### config.mk
export PLATFORM = sky130hd
export DESIGN_NAME = fetch_buffer
export DESIGN_NICKNAME = d
export VERILOG_FILES = /design/src/rtl/fetch_pkg.sv /design/src/rtl/fetch_fifo.sv /design/src/rtl/fetch_buffer.sv
export SDC_FILE = /design/constraint.sdc
export NUM_CORES = 1
export LEC_CHECK = 0
export BUFFER_PORTS_ARGS = -buffer_cell sky130_fd_sc_hd__buf_4
export CAP_MARGIN = 20
export CELL_PAD_IN_SITES_DETAIL_PLACEMENT = 0
export CELL_PAD_IN_SITES_GLOBAL_PLACEMENT = 1
export CORE_ASPECT_RATIO = 1.4
export CORE_MARGIN = 10
export CORE_UTILIZATION = 42
export DETAILED_ROUTE_END_ITERATION = 16
export GPL_TIMING_DRIVEN = 0
export PLACE_DENSITY_LB_ADDON = 0.1
export RECOVER_POWER = 100
export SYNTH_ARGS = -nofsm -noshare
export SYNTH_HDL_FRONTEND = slang
export SYNTH_SLANG_ARGS = --single-unit
### constraint.sdc
create_clock -name CLK -period 3.6 [get_ports CLK]
set_input_delay 0.18 -clock CLK [delete_from_list [all_inputs] [get_ports CLK]]
set_output_delay 0.18 -clock CLK [all_outputs]
set_load 0.005 [all_outputs]
### src/rtl/fetch_pkg.sv
// Shared types for the fetch buffer: entry bundle, default widths and FSM states.
package fetch_pkg;

  localparam int PC_W_DFLT    = 10;
  localparam int INSTR_W_DFLT = 9;

  typedef struct packed {
    logic [INSTR_W_DFLT-1:0] instr;
    logic [PC_W_DFLT-1:0]    pc;
  } fetch_entry_t;

  typedef enum logic [1:0] {
    FB_RUN   = 2'd0,
    FB_DRAIN = 2'd1,
    FB_DONE  = 2'd2
  } fb_state_e;

endpackage

### src/rtl/fetch_fifo.sv
// Circular buffer of fetch entries with push/pop/clear and a zeroed head when empty.
module fetch_fifo
  import fetch_pkg::*;
#(
  parameter int  DEPTH = 2,
  parameter type T     = fetch_entry_t,
  parameter int  CW    = $clog2(DEPTH + 1)
) (
  input  logic          CLK,
  input  logic          Init_n,
  input  logic          clear,
  input  logic          push,
  input  logic          pop,
  input  T              wdata,
  output T              head,
  output logic [CW-1:0] count,
  output logic          empty
);

  localparam int            PW   = (DEPTH > 1) ? $clog2(DEPTH) : 1;
  localparam logic [PW-1:0] LAST = PW'(DEPTH - 1);

  T              mem [DEPTH];
  logic [PW-1:0] wr_ptr;
  logic [PW-1:0] rd_ptr;
  logic          full;
  logic          push_ok;
  logic          pop_ok;

  function automatic logic [PW-1:0] nxt(input logic [PW-1:0] p);
    return (p == LAST) ? '0 : p + 1'b1;
  endfunction

  assign empty   = (count == '0);
  assign full    = (count == CW'(DEPTH));
  assign pop_ok  = pop && !empty;
  assign push_ok = push && (!full || pop_ok);

  always_ff @(posedge CLK) begin
    if (!Init_n || clear) begin
      wr_ptr <= '0;
      rd_ptr <= '0;
      count  <= '0;
    end else begin
      if (push_ok) wr_ptr <= nxt(wr_ptr);
      if (pop_ok)  rd_ptr <= nxt(rd_ptr);
      unique case ({push_ok, pop_ok})
        2'b10:   count <= count + 1'b1;
        2'b01:   count <= count - 1'b1;
        default: count <= count;
      endcase
    end
  end

  always_ff @(posedge CLK) begin
    if (Init_n && !clear && push_ok) begin
      mem[wr_ptr] <= wdata;
    end
  end

  assign head = empty ? '0 : mem[rd_ptr];

endmodule

### src/rtl/fetch_buffer.sv
// IF-to-decode fetch buffer: ROM issue, in-flight tracking, FIFO, drain/Done FSM.
// Optional FETCH_BUF_BYPASS_EN forwards ROM data straight to decode when empty.
module fetch_buffer
  import fetch_pkg::*;
#(
  parameter int DEPTH   = 2,
  parameter int PC_W    = PC_W_DFLT,
  parameter int INSTR_W = INSTR_W_DFLT
) (
  input  logic               CLK,
  input  logic               Init_n,
  input  logic [PC_W-1:0]    PC,
  input  logic               Halt_in,
  input  logic               Branch_taken,
  output logic [PC_W-1:0]    IM_addr,
  input  logic [INSTR_W-1:0] IM_data,
  output logic [INSTR_W-1:0] Instr,
  output logic [PC_W-1:0]    Instr_PC,
  output logic               Instr_valid,
  input  logic               Dec_ready,
  output logic               Fetch_stall,
  output logic               Done
);

  typedef struct packed {
    logic [INSTR_W-1:0] instr;
    logic [PC_W-1:0]    pc;
  } entry_t;

  localparam int CW = $clog2(DEPTH + 1);
  localparam int SW = ($clog2(DEPTH + 2) > 3) ? $clog2(DEPTH + 2) : 3;

  fb_state_e       state;
  logic            inflight;
  logic [PC_W-1:0] inflight_pc;
  logic [CW-1:0]   count;
  logic            empty;
  entry_t          head;
  entry_t          wdata;
  logic            pop;
  logic            push;
  logic            issue;
  logic            halt_slot;
  logic [SW-1:0]   occ;

  assign IM_addr = PC;
  assign wdata   = '{instr: IM_data, pc: inflight_pc};
  assign pop     = Instr_valid && Dec_ready;

`ifdef FETCH_BUF_BYPASS_EN
  logic byp;

  assign byp         = empty && inflight;
  assign Instr_valid = !empty || inflight;
  assign Instr       = byp ? IM_data : head.instr;
  assign Instr_PC    = byp ? inflight_pc : head.pc;
  // A bypassed word taken by decode this cycle never enters the FIFO.
  assign push        = inflight && !(byp && Dec_ready);
`else
  assign Instr_valid = !empty;
  assign Instr       = head.instr;
  assign Instr_PC    = head.pc;
  assign push        = inflight;
`endif

  assign occ = SW'(count) + SW'(inflight) - SW'(pop);

  assign Fetch_stall = (occ >= SW'(DEPTH)) || (state != FB_RUN);
  assign issue       = !Fetch_stall && !Halt_in && !Branch_taken;
  assign halt_slot   = !Fetch_stall && Halt_in && !Branch_taken;

  fetch_fifo #(
    .DEPTH (DEPTH),
    .T     (entry_t),
    .CW    (CW)
  ) u_fifo (
    .CLK   (CLK),
    .Init_n(Init_n),
    .clear (Branch_taken),
    .push  (push),
    .pop   (pop),
    .wdata (wdata),
    .head  (head),
    .count (count),
    .empty (empty)
  );

  always_ff @(posedge CLK) begin
    if (!Init_n) begin
      inflight    <= 1'b0;
      inflight_pc <= '0;
    end else begin
      inflight <= issue;
      if (issue) inflight_pc <= PC;
    end
  end

  always_ff @(posedge CLK) begin
    if (!Init_n) begin
      state <= FB_RUN;
      Done  <= 1'b0;
    end else begin
      unique case (state)
        FB_RUN: begin
          if (halt_slot) state <= FB_DRAIN;
        end
        FB_DRAIN: begin
          if (Branch_taken) begin
            state <= FB_RUN;
          end else if (empty && !inflight) begin
            state <= FB_DONE;
            Done  <= 1'b1;
          end
        end
        FB_DONE: begin
          state <= FB_DONE;
        end
        default: begin
          state <= FB_RUN;
        end
      endcase
    end
  end

endmodule

# == Word level (Yosys, flattened, before mapping) ==
# Memories as Yosys holds them, arrays and structs flattened. A register that Yosys moved wholly into a read port is not among the register bits.
# Cells that the tools add are included.
# totals
register_bits,18
ramBits,38
inputBits,24
out_inout_bits,32
memories,1
# classes
add_sub_neg,6
n_lt_le_gt_ge,1
n_eq_ne,7
mux,12
bitwise_logic,1
n_reduce_logical,26
# memory_table
memory,words,width,read_ports,rd_ports_with_merged_regs,write_ports,line,source
u_fifo.mem,2,19,1,1,1,fetch_fifo.sv:23,T mem [DEPTH];
# op_table
operator,n
2-to-1 mux 19 bit,1
logical AND 1 bit,10
zero test 1 bit,7
== test 2 bit (second input constant),3
2-to-1 mux 1 bit,6
2-to-1 mux 2 bit,3
case mux 2 bit (3 select lines),1
== test 2 x 1 -> 1 bit (second input constant),2
zero test 2 bit,2
case mux 2 bit (2 select lines),1
nonzero test 2 bit,2
adder 2 x 1 -> 3 bit,1
>= comparator 3 x 2 -> 1 bit (second input constant),1
logical OR 1 bit,3
inequality test 3 bit (second input constant),1
AND reduction 3 bit,1
subtractor 3 x 1 -> 3 bit,1
adder 1 bit (second input constant),2
adder 2 x 1 -> 2 bit (second input constant),1
inequality test 2 bit (second input constant),1
AND reduction 2 bit,1
subtractor 2 x 1 -> 2 bit (second input constant),1
inverter 1 bit,1

# == Longest topological paths before layout ==
# Gate-level depths: netlist of the first run.
# depth
ltp_word,11
ltp_mapped,9
ltp_nobuf,8

# == Cells and area by module ==
# Synthesis of the first run repeated with hierarchy kept, for this count alone.
# unflattened
cells_unflattened,187
hier_area_um2,2386.0
# by_module_without_submodules
module,instances,cells_each,area_per_inst_um2,seq_area_each_um2
fetch_fifo,1,109,1671.6,1241.2
fetch_buffer,1,78,714.4,280.3

# == Worst setup path after synthesis of the first run ==
# No wires, ideal clock.
# synth_timing
kind,flip-flop to flip-flop
from,reg u_fifo.count[1]
to,mem u_fifo.mem[0][0] (netlist name) (enable)
t_arrival_ps,2066
required_time_ps,3181
slack_ps,1115
path_stages_with_launch,4
synth_period_minus_slack_ps,2485
path_cell_list,dfxtp_1 -> nor3b_1 -> nand2b_1 -> nor3_1
# synth_via
elab_chain_len,9
elab_cells_between_ends,11
classes_between,eq/ne (1); mux (2); reduce/logical (8)
# synth_lines
item,line,source
"start, declared",fetch_fifo.sv:16,"output logic [CW-1:0] count,"
"start signal, assigned",fetch_fifo.sv:48,2'b10: count <= count + 1'b1;
"start signal, assigned",fetch_fifo.sv:49,2'b01: count <= count - 1'b1;
"start signal, assigned",fetch_fifo.sv:50,default: count <= count;
zero test 2 bit,fetch_fifo.sv:34,assign empty = (count == '0);
zero test 1 bit,"fetch_fifo.sv:36, fetch_buffer.sv:60",
logical AND 1 bit,fetch_buffer.sv:48,assign pop = Instr_valid && Dec_ready;
logical AND 1 bit,fetch_fifo.sv:36,assign pop_ok = pop && !empty;
logical OR 1 bit (*),fetch_fifo.sv:37,assign push_ok = push && (!full || pop_ok);
logical AND 1 bit (*),fetch_fifo.sv:37,
logical AND 1 bit (*),fetch_fifo.sv:56,if (Init_n && !clear && push_ok) begin
2-to-1 mux 1 bit (*),fetch_fifo.sv:56,
2-to-1 mux 1 bit (implied by the code) (*),fetch_fifo.sv:57,mem[wr_ptr] <= wdata;
"end, declared",fetch_fifo.sv:23,
# Every way passes the cells marked *; elsewhere a longest branch is shown, timed or not.

# == Worst setup path after layout of the first run ==
# layout_timing
from,reg u_fifo.count[1]
to,mem u_fifo.mem[0][6] (netlist name) (enable)
# Same word-level chain as after synthesis.

==> results.sh, run 1 <==
export IMPL_status="finished clean"
export IMPL_drv_slew=0
export IMPL_crit_type="flip-flop to flip-flop"
export IMPL_cts_root_buf="clkbuf_8"
export IMPL_r2r_start="u_fifo.count[1]"
export IMPL_worst_hold_path_type="input port to flip-flop"
export IMPL_seq_area_mm2=0.00152
export IMPL_drc=0
export IMPL_skew_ps=3.49
export IMPL_fin_setup_tns_ps=0
export IMPL_grt_pass1_vias=1553
export IMPL_setup_viol=0
export IMPL_worst_slew_pin_slew_ps=1360
export IMPL_postCtsHoldBufs=0
export IMPL_worstHoldEndpoint="u_fifo.mem[0][12]"
export IMPL_hp_start="IM_data[2]"
export IMPL_gp_congestion=0.705
export IMPL_sw_frac_of_total=0.196
export IMPL_cellPowerDensity_mw_per_mm2=456
export IMPL_clock_path_buffers=2
export IMPL_final_util=0.551
export IMPL_final_hold_worst_slack_ps=59.6
export IMPL_synth_top_area_share=0.480
export IMPL_cp_num_buf_inv=1
export IMPL_p_sw_mw=0.272
export IMPL_synth_nets=213
export IMPL_insertion_delay_ps=320
export IMPL_syn_area_mm2=0.00238
export IMPL_period_minus_slack_ps=2720
export IMPL_io_pins=56
export IMPL_multiInputGateArea_um2=694
export IMPL_yosysWarnings=0
export IMPL_ys_dominant_reg_cell="edfxtp_1"
export IMPL_grtUsageTotal=0.0992
export IMPL_hold_viol=0
export IMPL_r2r_slack_ps=880
export IMPL_max_slew_margin=0.0893
export IMPL_postCtsSetupRepairBufs=0
export IMPL_max_freq_ghz=0.367
export IMPL_syn_avg_cell_area_um2=12.8
export IMPL_dpl_cell_area_mm2=0.00291
export IMPL_fin_crit_sh=0.756
export IMPL_drt_iter0_drc=123
export IMPL_cts_max_level=3
export IMPL_layout_drive_gt1_share=0.304
export IMPL_clockPowerShare=0.414
export IMPL_dieArea_mm2=0.00912
export IMPL_start_kind="flip-flop"
export IMPL_worst_r2r_path_depth=4
export IMPL_cts_resized=0
export IMPL_ant_nets=0
export IMPL_viasPerCell=4.62
export IMPL_rows=32
export IMPL_die_w_um=83.6
export IMPL_routed_wl_um=4260
export IMPL_numCtsBuffers=9
export IMPL_antenna_found_initial=0
export IMPL_avgRoutedWirePerCell_um=13.1
export IMPL_synth_largest_area_cell="edfxtp_1"
export IMPL_area_growth_pct=28.0
export IMPL_cp_max_fo=10
export IMPL_antenna_cells=0
export IMPL_maxCapViolations=0
export IMPL_cts_tree="done"
export IMPL_whs_path_depth=1
export IMPL_dr_pass1_iters=4
export IMPL_synthMostInstantiatedCell="edfxtp_1"
export IMPL_p_int_mw=1.12
export IMPL_synth_ff_latch_count=57
export IMPL_seq_area_frac_synth=0.640
export IMPL_postSynth_asyncResetShare=0
export IMPL_required_ps=3560
export IMPL_synth_area_leaders="edfxtp_1 (48%), dfxtp_1 (16%), mux2i_1 (12%)"
export IMPL_seqPwrFrac=0.517
export IMPL_path_cells="nor3b_1 > nand2b_1 > nor3_1 > clkbuf_1"
export IMPL_r2r_end="u_fifo.mem[0][6]"
export IMPL_fin_nets=280
export IMPL_overflow=0
export IMPL_syn_instance_count=186
export IMPL_stdcell_area_mm2=0.00304
export IMPL_power_leakage_nw=1.16
export IMPL_clk_pin_slew_ps=60
export IMPL_synth_edf_count=38
export IMPL_numClockSinks=57
export IMPL_end_kind="flip-flop"
export IMPL_grt_max_degree=11
export IMPL_vias=1503
export IMPL_start_util=0.430
export IMPL_cpPeakStageDelay_ps=1070
export IMPL_cp_slowest_cell="nor3_1"
export IMPL_ys_types=29
export IMPL_p_comb_frac=0.068
export IMPL_grt_pass1_wl_um=7130
export IMPL_hpwl_um=3260
export IMPL_core_mm2=0.00553
export IMPL_critical_path_top_delay_family="simple AND/OR/NAND/NOR gates"
export IMPL_ir_worst_vdd_uv=238
export IMPL_fillers=494
export IMPL_port_buffers=54
export IMPL_die_height_um=109
export IMPL_synth_commonest_cells="edfxtp_1 (38), mux2i_1 (29), nor2_1 (25)"
export IMPL_cp_arrival_ps=2680
export IMPL_rsz0062_at_grt="false"
## power by group through the flow
stage,Sequential (mW),Combinational [mW],Clock (mW)
after floorplan,0.729,0.0520,0
after global placement,0.731,0.100,0
after detailed placement,0.732,0.102,0
after CTS,0.718,0.103,0.590
after global routing,0.719,0.106,0.626
final,0.718,0.0946,0.575
## cell families after synthesis
kind of cell | share of synthesized area
simple gates | 0.115
flops | 0.640
mux | 0.122
buf+inv | 0.0673
compound gates | 0.0221
xor+xnor | 0.0147
fa+ha+maj | 0.0189
## per-layer routing
metal / GRT usage / routed length (um)
met1: 0.106 / 1800
met2: 0.159 / 2040
met3: 0.0351 / 301
met4: 0.0755 / 124
met5: 0 / 0
## layout make-up
type | count | share of cell area
multi-input combinational | 106 | 0.228
clock buffer | 12 | 0.0510
inverter | 5 | 0.00617
sequential | 57 | 0.500
clock inverter | 3 | 0.0132
buffer | 18 | 0.0456
timing repair buffer | 56 | 0.128
tap | 68 | 0.0279
## cell usage in the layout (no fill, tap or decap)
cell type | netlist | layout
xnor2_1 | 2 | 2
clkbuf_4 | 0 | 33
o21ai_0 | 4 | 4
fa_1 | 1 | 1
buf_1 | 0 | 2
or3_1 | 2 | 2
ha_1 | 2 | 2
nor3_1 | 2 | 2
buf_6 | 1 | 1
nand3_1 | 1 | 1
nand2b_1 | 3 | 3
clkbuf_1 | 0 | 9
o21a_1 | 2 | 2
and4_1 | 0 | 1
nor2_1 | 25 | 25
dfxtp_1 | 19 | 19
clkbuf_8 | 0 | 11
a21oi_1 | 2 | 2
nand2_1 | 20 | 20
buf_8 | 1 | 1
buf_4 | 11 | 26
edfxtp_1 | 38 | 38
nand4_1 | 1 | 1
bufinv_16 | 0 | 1
and2_2 | 1 | 1
buf_2 | 4 | 2
dlymetal6s2s_1 | 1 | 1
xor2_1 | 2 | 2
nor2b_1 | 2 | 2
and3_1 | 1 | 1
a21boi_0 | 1 | 1
mux2i_1 | 29 | 29
nor3b_1 | 2 | 2
clkinv_2 | 0 | 2
inv_1 | 5 | 5
## stage by stage
step	total power, mW	std cells	setup slack, ps
4_1_cts	1.41	325	984
2_1_floorplan	0.781	186	1120
3_5_place_dp	0.834	310	1070
6_report	1.39	325	878
3_3_place_gp	0.831	308	291
5_1_grt	1.45	325	652
## sequential cells by signal (all words and copies together) (netlist names), named ones only
register and flops:
u_fifo.mem 38, inflight_pc 10, state 2, u_fifo.count 2
Done 1, inflight 1, u_fifo.rd_ptr 1, u_fifo.wr_ptr 1
## worst max path at each step
stage / depth (start not counted) / start / slack [ps] / end
finish: 4 / u_fifo.count[1] / 880 / u_fifo.mem[0][6]
CTS: 8 / u_fifo.count[1] / 980 / Fetch_stall
global route: 4 / u_fifo.count[0] / 650 / u_fifo.mem[0][4]
detailed placement: 9 / u_fifo.count[1] / 1070 / inflight_pc[9]
global placement: 3 / u_fifo.count[1] / 290 / u_fifo.mem[1][14]
floorplan: 3 / u_fifo.count[1] / 1120 / u_fifo.mem[0][0]
Note: power is estimated with default switching activity, not from simulation.
==> run 2: changes to the inputs <==
clock period = 2.62 ns   (was 3.6 ns; I/O delays follow)
==> run 2 against run 1 <==
Total power increased by 38%. Worst hold slack gained 3.8 ps. Utilization is 1.9 points higher. Sequential share of layout area down 1.6 points. Wire length up 1.1%. Die area did not move. Non-clock buffer count grew 9. Flip-flop and latch count did not move. Via count is 1.9% higher. Clock-buffer cell count stayed put. Combinational power is 51% higher. Critical path type is now flip-flop to output pin. Critical endpoint is now Fetch_stall.
==> results.sh, run 2 (synthesis results as in run 1) <==
export IMPL_status="finished clean"
export IMPL_path_depth=8
export IMPL_end_kind="output pin"
export IMPL_dpl_cell_area_mm2=0.00291
export IMPL_whs_path_depth=3
export IMPL_layout_commonest_cell="edfxtp_1"
export IMPL_antenna_found_initial=0
export IMPL_cp_max_fo=7
export IMPL_total_power_mw=1.92
export IMPL_grt_pass1_vias=1609
export IMPL_worst_r2r_path_depth=9
export IMPL_numCtsBuffers=9
export IMPL_top_register="u_fifo.mem"
export IMPL_max_slew_margin=0.466
export IMPL_fin_nets=289
export IMPL_clockPowerShare=0.412
export IMPL_cts_root_buf="clkbuf_8"
export IMPL_cts_tree="done"
export IMPL_crit_type="flip-flop to output pin"
export IMPL_largest_register_ff_count=38
export IMPL_rows=32
export IMPL_p_int_mw=1.54
export IMPL_core_mm2=0.00553
export IMPL_final_util=0.570
export IMPL_dr_pass1_iters=4
export IMPL_rsz0062_at_grt="false"
export IMPL_port_buffers=54
export IMPL_final_cell_mix="edfxtp_1 (38), clkbuf_4 (33), mux2i_1 (29)"
export IMPL_grtUsageTotal=0.101
export IMPL_cp_arrival_ps=2300
export IMPL_required_ps=2490
export IMPL_ir_worst_vdd_uv=328
export IMPL_antenna_cells=0
export IMPL_vias=1532
export IMPL_numClockSinks=57
export IMPL_overflow=0
export IMPL_grt_max_degree=11
export IMPL_drc=0
export IMPL_hpwl_um=3260
export IMPL_p_sw_mw=0.377
export IMPL_stdcell_area_mm2=0.00315
export IMPL_clock_path_buffers=2
export IMPL_final_hold_worst_slack_ps=63.3
export IMPL_power_leakage_nw=1.20
export IMPL_start_util=0.430
export IMPL_drt_iter0_drc=112
export IMPL_grt_pass1_wl_um=7290
export IMPL_io_pins=56
export IMPL_max_freq_ghz=0.411
export IMPL_start_kind="flip-flop"
export IMPL_worst_hold_path_type="input port to flip-flop"
export IMPL_multiInputGateArea_um2=707
export IMPL_worst_slew_pin_slew_ps=797
export IMPL_dieArea_mm2=0.00912
export IMPL_drv_slew=0
export IMPL_seq_area_mm2=0.00152
export IMPL_sw_frac_of_total=0.196
export IMPL_gp_congestion=0.705
export IMPL_cpPeakStageDelay_ps=380
export IMPL_fin_setup_tns_ps=0
export IMPL_top_regs="u_fifo.mem x38, inflight_pc x10"
export IMPL_path_cells="o21ai_1 > inv_1 > ha_1 > nand2b_1 > fa_1 > xnor2_1 > nand3_1 > clkbuf_4"
export IMPL_area_growth_pct=32.3
export IMPL_p_comb_frac=0.074
export IMPL_cp_slowest_cell="dfxtp_1"
export IMPL_viasPerCell=4.59
export IMPL_clk_pin_slew_ps=60
export IMPL_skew_ps=3.54
export IMPL_fin_crit_sh=0.930
export IMPL_maxCapViolations=0
export IMPL_hold_viol=0
export IMPL_avgRoutedWirePerCell_um=12.9
export IMPL_critical_path_top_delay_family="adder cells"
export IMPL_cellPowerDensity_mw_per_mm2=610
export IMPL_setup_viol=0
export IMPL_period_minus_slack_ps=2440
export IMPL_seqPwrFrac=0.514
export IMPL_layout_drive_gt1_share=0.305
export IMPL_insertion_delay_ps=320
export IMPL_die_height_um=109
export IMPL_cp_num_buf_inv=2
export IMPL_ant_nets=0
export IMPL_cts_max_level=3
export IMPL_fillers=486
export IMPL_routed_wl_um=4310
export IMPL_die_w_um=83.6
## run 2: per-stage QoR
| stage | cells | setup WS [ps] |
|---|---|---|
| 2_1_floorplan | 186 | 135 |
| 6_report | 334 | 184 |
| 3_3_place_gp | 308 | -689 |
| 4_1_cts | 334 | 52.6 |
| 3_5_place_dp | 310 | 92.2 |
| 5_1_grt | 334 | 7.13 |
## run 2: routing by layer
| layer | GRT usage | wire [um] | vias up |
|---|---|---|---|
| met4 | 0.0755 | 124 | 0 |
| met2 | 0.165 | 2060 | 47 |
| met5 | 0 | 0 | - |
| met1 | 0.104 | 1800 | 690 |
| li1 | - | - | 785 |
| met3 | 0.0381 | 327 | 10 |
## run 2: worst min-delay path: stages
cell and delay [ps]:
buf_4 110, nand2_1 50, mux2i_1 50
## run 2: worst paths after layout
| path | from | endpoint | slack [ps] |
|---|---|---|---|
| worst min-delay path | PC[8] | inflight_pc[8] | 60 |
| worst min register to register | inflight_pc[3] | u_fifo.mem[0][3] | 460 |
| worst max register to register | u_fifo.count[1] | inflight_pc[5] | 190 |
| worst max-delay path | u_fifo.count[1] | Fetch_stall | 180 |
## run 2: final cells by class
type,instances,share of cell area
flip-flops and latches,57,0.483
plain buffers,18,0.0441
clock inverters,3,0.0127
inverters,5,0.00596
well taps,68,0.0270
multi-input cells,106,0.225
clock buffers,12,0.0493
repair buffers,65,0.153
## run 2: what timing repair did
action	4_1_cts	5_1_grt
hold buffers	9	0
resized for setup	0	1
setup buffers	0	0
setup endpoints to repair	0	10
endpoints found under the hold margin	18	0
## run 2: power by group through the flow
stage / sequential [mW] / combinational, mW / clock [mW]
floorplan: 1.00 / 0.0714 / 0
global placement: 1.00 / 0.138 / 0
detailed placement: 1.01 / 0.141 / 0
CTS: 0.986 / 0.153 / 0.811
global route: 0.988 / 0.160 / 0.859
finish: 0.986 / 0.143 / 0.791
==> run 3: changes to the inputs <==
CORE_UTILIZATION = 45   (was 42)
RECOVER_POWER = 25   (was 100)
clock period = 2.9 ns   (was 2.62 ns; I/O delays follow)
==> run 3 against run 2 <==
Utilization grew 6.2 points. Final area grew 3.5%. Flip-flop and latch count is the same. Non-clock buffer count is the same. Register-to-register slack gained 140 ps. Cell count shrank 0.30%. Worst setup slack gained 120 ps. Global-route usage grew 1.1 points. Critical path depth is the same. Total power grew 5.6%. Clock-buffer cell count shrank 1. Wire length grew 7.0%. Largest power group is now the clock network.
==> results.sh, run 3 (synthesis results as in run 1) <==
export IMPL_status="finished clean"
export IMPL_rows=31
export IMPL_numClockSinks=57
export IMPL_worstHoldEndpoint="inflight_pc[9]"
export IMPL_die_w_um=81.4
export IMPL_grt_pass1_wl_um=7380
export IMPL_whs_path_depth=3
export IMPL_pre_cts_slack_ps=344
export IMPL_dr_pass1_iters=4
export IMPL_fin_crit_sh=0.895
export IMPL_end_kind="output pin"
export IMPL_drt_iter0_drc=69
export IMPL_avgRoutedWirePerCell_um=13.8
export IMPL_power_leakage_nw=1.28
export IMPL_die_height_um=106
export IMPL_worst_hold_path_type="input port to flip-flop"
export IMPL_postCtsSetupRepairBufs=0
export IMPL_cellPowerDensity_mw_per_mm2=622
export IMPL_overflow=0
export IMPL_grt_max_degree=12
export IMPL_start_kind="flip-flop"
export IMPL_gp_congestion=0.688
export IMPL_crit_start="u_fifo.count[1]"
export IMPL_fin_nets=289
export IMPL_r2r_slack_ps=330
export IMPL_setup_viol=0
export IMPL_io_pins=56
export IMPL_final_cell_mix="buf_4 (54), edfxtp_1 (38), mux2i_1 (29)"
export IMPL_grt_busiest_layer="met2"
export IMPL_numCtsBuffers=9
export IMPL_worst_slew_pin_slew_ps=764
export IMPL_cp_slowest_cell="dfxtp_1"
export IMPL_top_regs="u_fifo.mem x38, inflight_pc x10"
export IMPL_max_slew_margin=0.488
export IMPL_critical_path_top_delay_family="adder cells"
export IMPL_drc=0
export IMPL_grtUsageTotal=0.112
export IMPL_hpwl_um=3380
export IMPL_grt_pass1_vias=1562
export IMPL_clock_path_buffers=2
export IMPL_r2r_end="inflight_pc[6]"
export IMPL_crit_type="flip-flop to output pin"
export IMPL_cts_tree="done"
export IMPL_multiInputGateArea_um2=707
export IMPL_final_util=0.632
export IMPL_area_growth_pct=37.0
export IMPL_required_ps=2760
export IMPL_cts_resized=0
export IMPL_viasPerCell=4.61
export IMPL_rsz0062_at_grt="false"
export IMPL_layout_setup_ws_ps=304
export IMPL_cp_arrival_ps=2450
export IMPL_layout_drive_gt1_share=0.341
export IMPL_hold_viol=0
export IMPL_largest_register_ff_count=38
export IMPL_antenna_found_initial=0
export IMPL_vias=1534
export IMPL_routed_wl_um=4610
export IMPL_drv_slew=0
export IMPL_fillers=415
export IMPL_cpPeakStageDelay_ps=380
export IMPL_cp_num_buf_inv=2
export IMPL_top_register="u_fifo.mem"
export IMPL_cp_max_fo=7
export IMPL_max_freq_ghz=0.385
export IMPL_path_cells="o21ai_0 > inv_1 > ha_1 > nand2b_1 > fa_1 > xnor2_1 > nand3_1 > buf_4"
export IMPL_ir_worst_vdd_uv=345
export IMPL_seq_area_mm2=0.00152
export IMPL_port_buffers=54
export IMPL_r2r_start="u_fifo.count[1]"
export IMPL_skew_ps=7.29
export IMPL_maxCapViolations=0
export IMPL_cts_max_level=3
export IMPL_antenna_cells=0
export IMPL_grtUsageMet2=0.170
export IMPL_grt_util_met1=0.128
export IMPL_cts_root_buf="clkbuf_8"
export IMPL_hp_start="PC[9]"
export IMPL_clk_pin_slew_ps=60
export IMPL_core_mm2=0.00516
export IMPL_insertion_delay_ps=330
export IMPL_layout_commonest_cell="buf_4"
export IMPL_dieArea_mm2=0.00863
export IMPL_ant_nets=0
export IMPL_met3_usage=0.0540
export IMPL_period_minus_slack_ps=2600
export IMPL_worst_r2r_path_depth=9
export IMPL_start_util=0.461
## run 3: changes by cell type in the layout (fill, tap and decap cells not counted), sizes merged
cell / delta
buf: +30
clkinv: -1
clkbuf: -31
bufinv: +3
## run 3: worst register-to-register path: cells and delay by family (launching register included)
family / cells / cell delay, ps
and+or+nand+nor: 2 / 440
xor gates and xnor gates: 1 / 250
AOI/OAI and AO/OA: 1 / 330
buffers and inverters: 2 / 270
adders and majority gates: 2 / 660
muxes: 1 / 180
DFF: 1 / 380
## run 3: layout make-up
class	count	share of cell area
repair buffers	65	0.157
clock buffers	11	0.0465
inverters	5	0.00576
flip-flops and latches	57	0.467
clock inverters	5	0.0384
plain buffers	18	0.0434
multi-input cells	106	0.217
well taps	66	0.0253
## run 3: per-stage QoR
step                std cells  power (mW)  setup TNS (ps)  hold slack [ps]  cell area [um2]
floorplan                 186       0.970               0              244             2380
global placement          306        1.03          -12640              331             2870
detailed placement        308        1.04               0              335             2900
CTS                       333        2.05               0             63.7             3270
global route              333        2.10               0             73.1             3260
finish                    333        2.03               0             82.9             3260
## run 3: per-layer routing
metal | wire length, um | share of wire | vias up
met5 | 0 | 0 | -
met4 | 104 | 0.023 | 0
met3 | 365 | 0.079 | 9
met2 | 2200 | 0.48 | 46
met1 | 1940 | 0.42 | 689
li1 | - | - | 790
## run 3: timing repair
action | in CTS | in global routing
hold buffers | 9 | 0
endpoints found under the hold margin | 18 | 0
endpoints found under the setup margin | 0 | 0
## run 3: how the worst max path moves through the flow
stage,end,slack (ps),depth (start not counted)
final,Fetch_stall,300,8
after detailed placement,inflight_pc[7],340,9
after global routing,Fetch_stall,80,8
after global placement,u_fifo.mem[0][9],-330,3
after CTS,Fetch_stall,260,8
after floorplan,u_fifo.mem[0][0],420,3
## run 3: report_power, final
group	total [mW]	switching [mW]	internal (mW)
registers	0.891	0.00996	0.881
logic	0.133	0.0538	0.0793
clock network	1.00	0.299	0.703
total	2.03	0.362	1.66
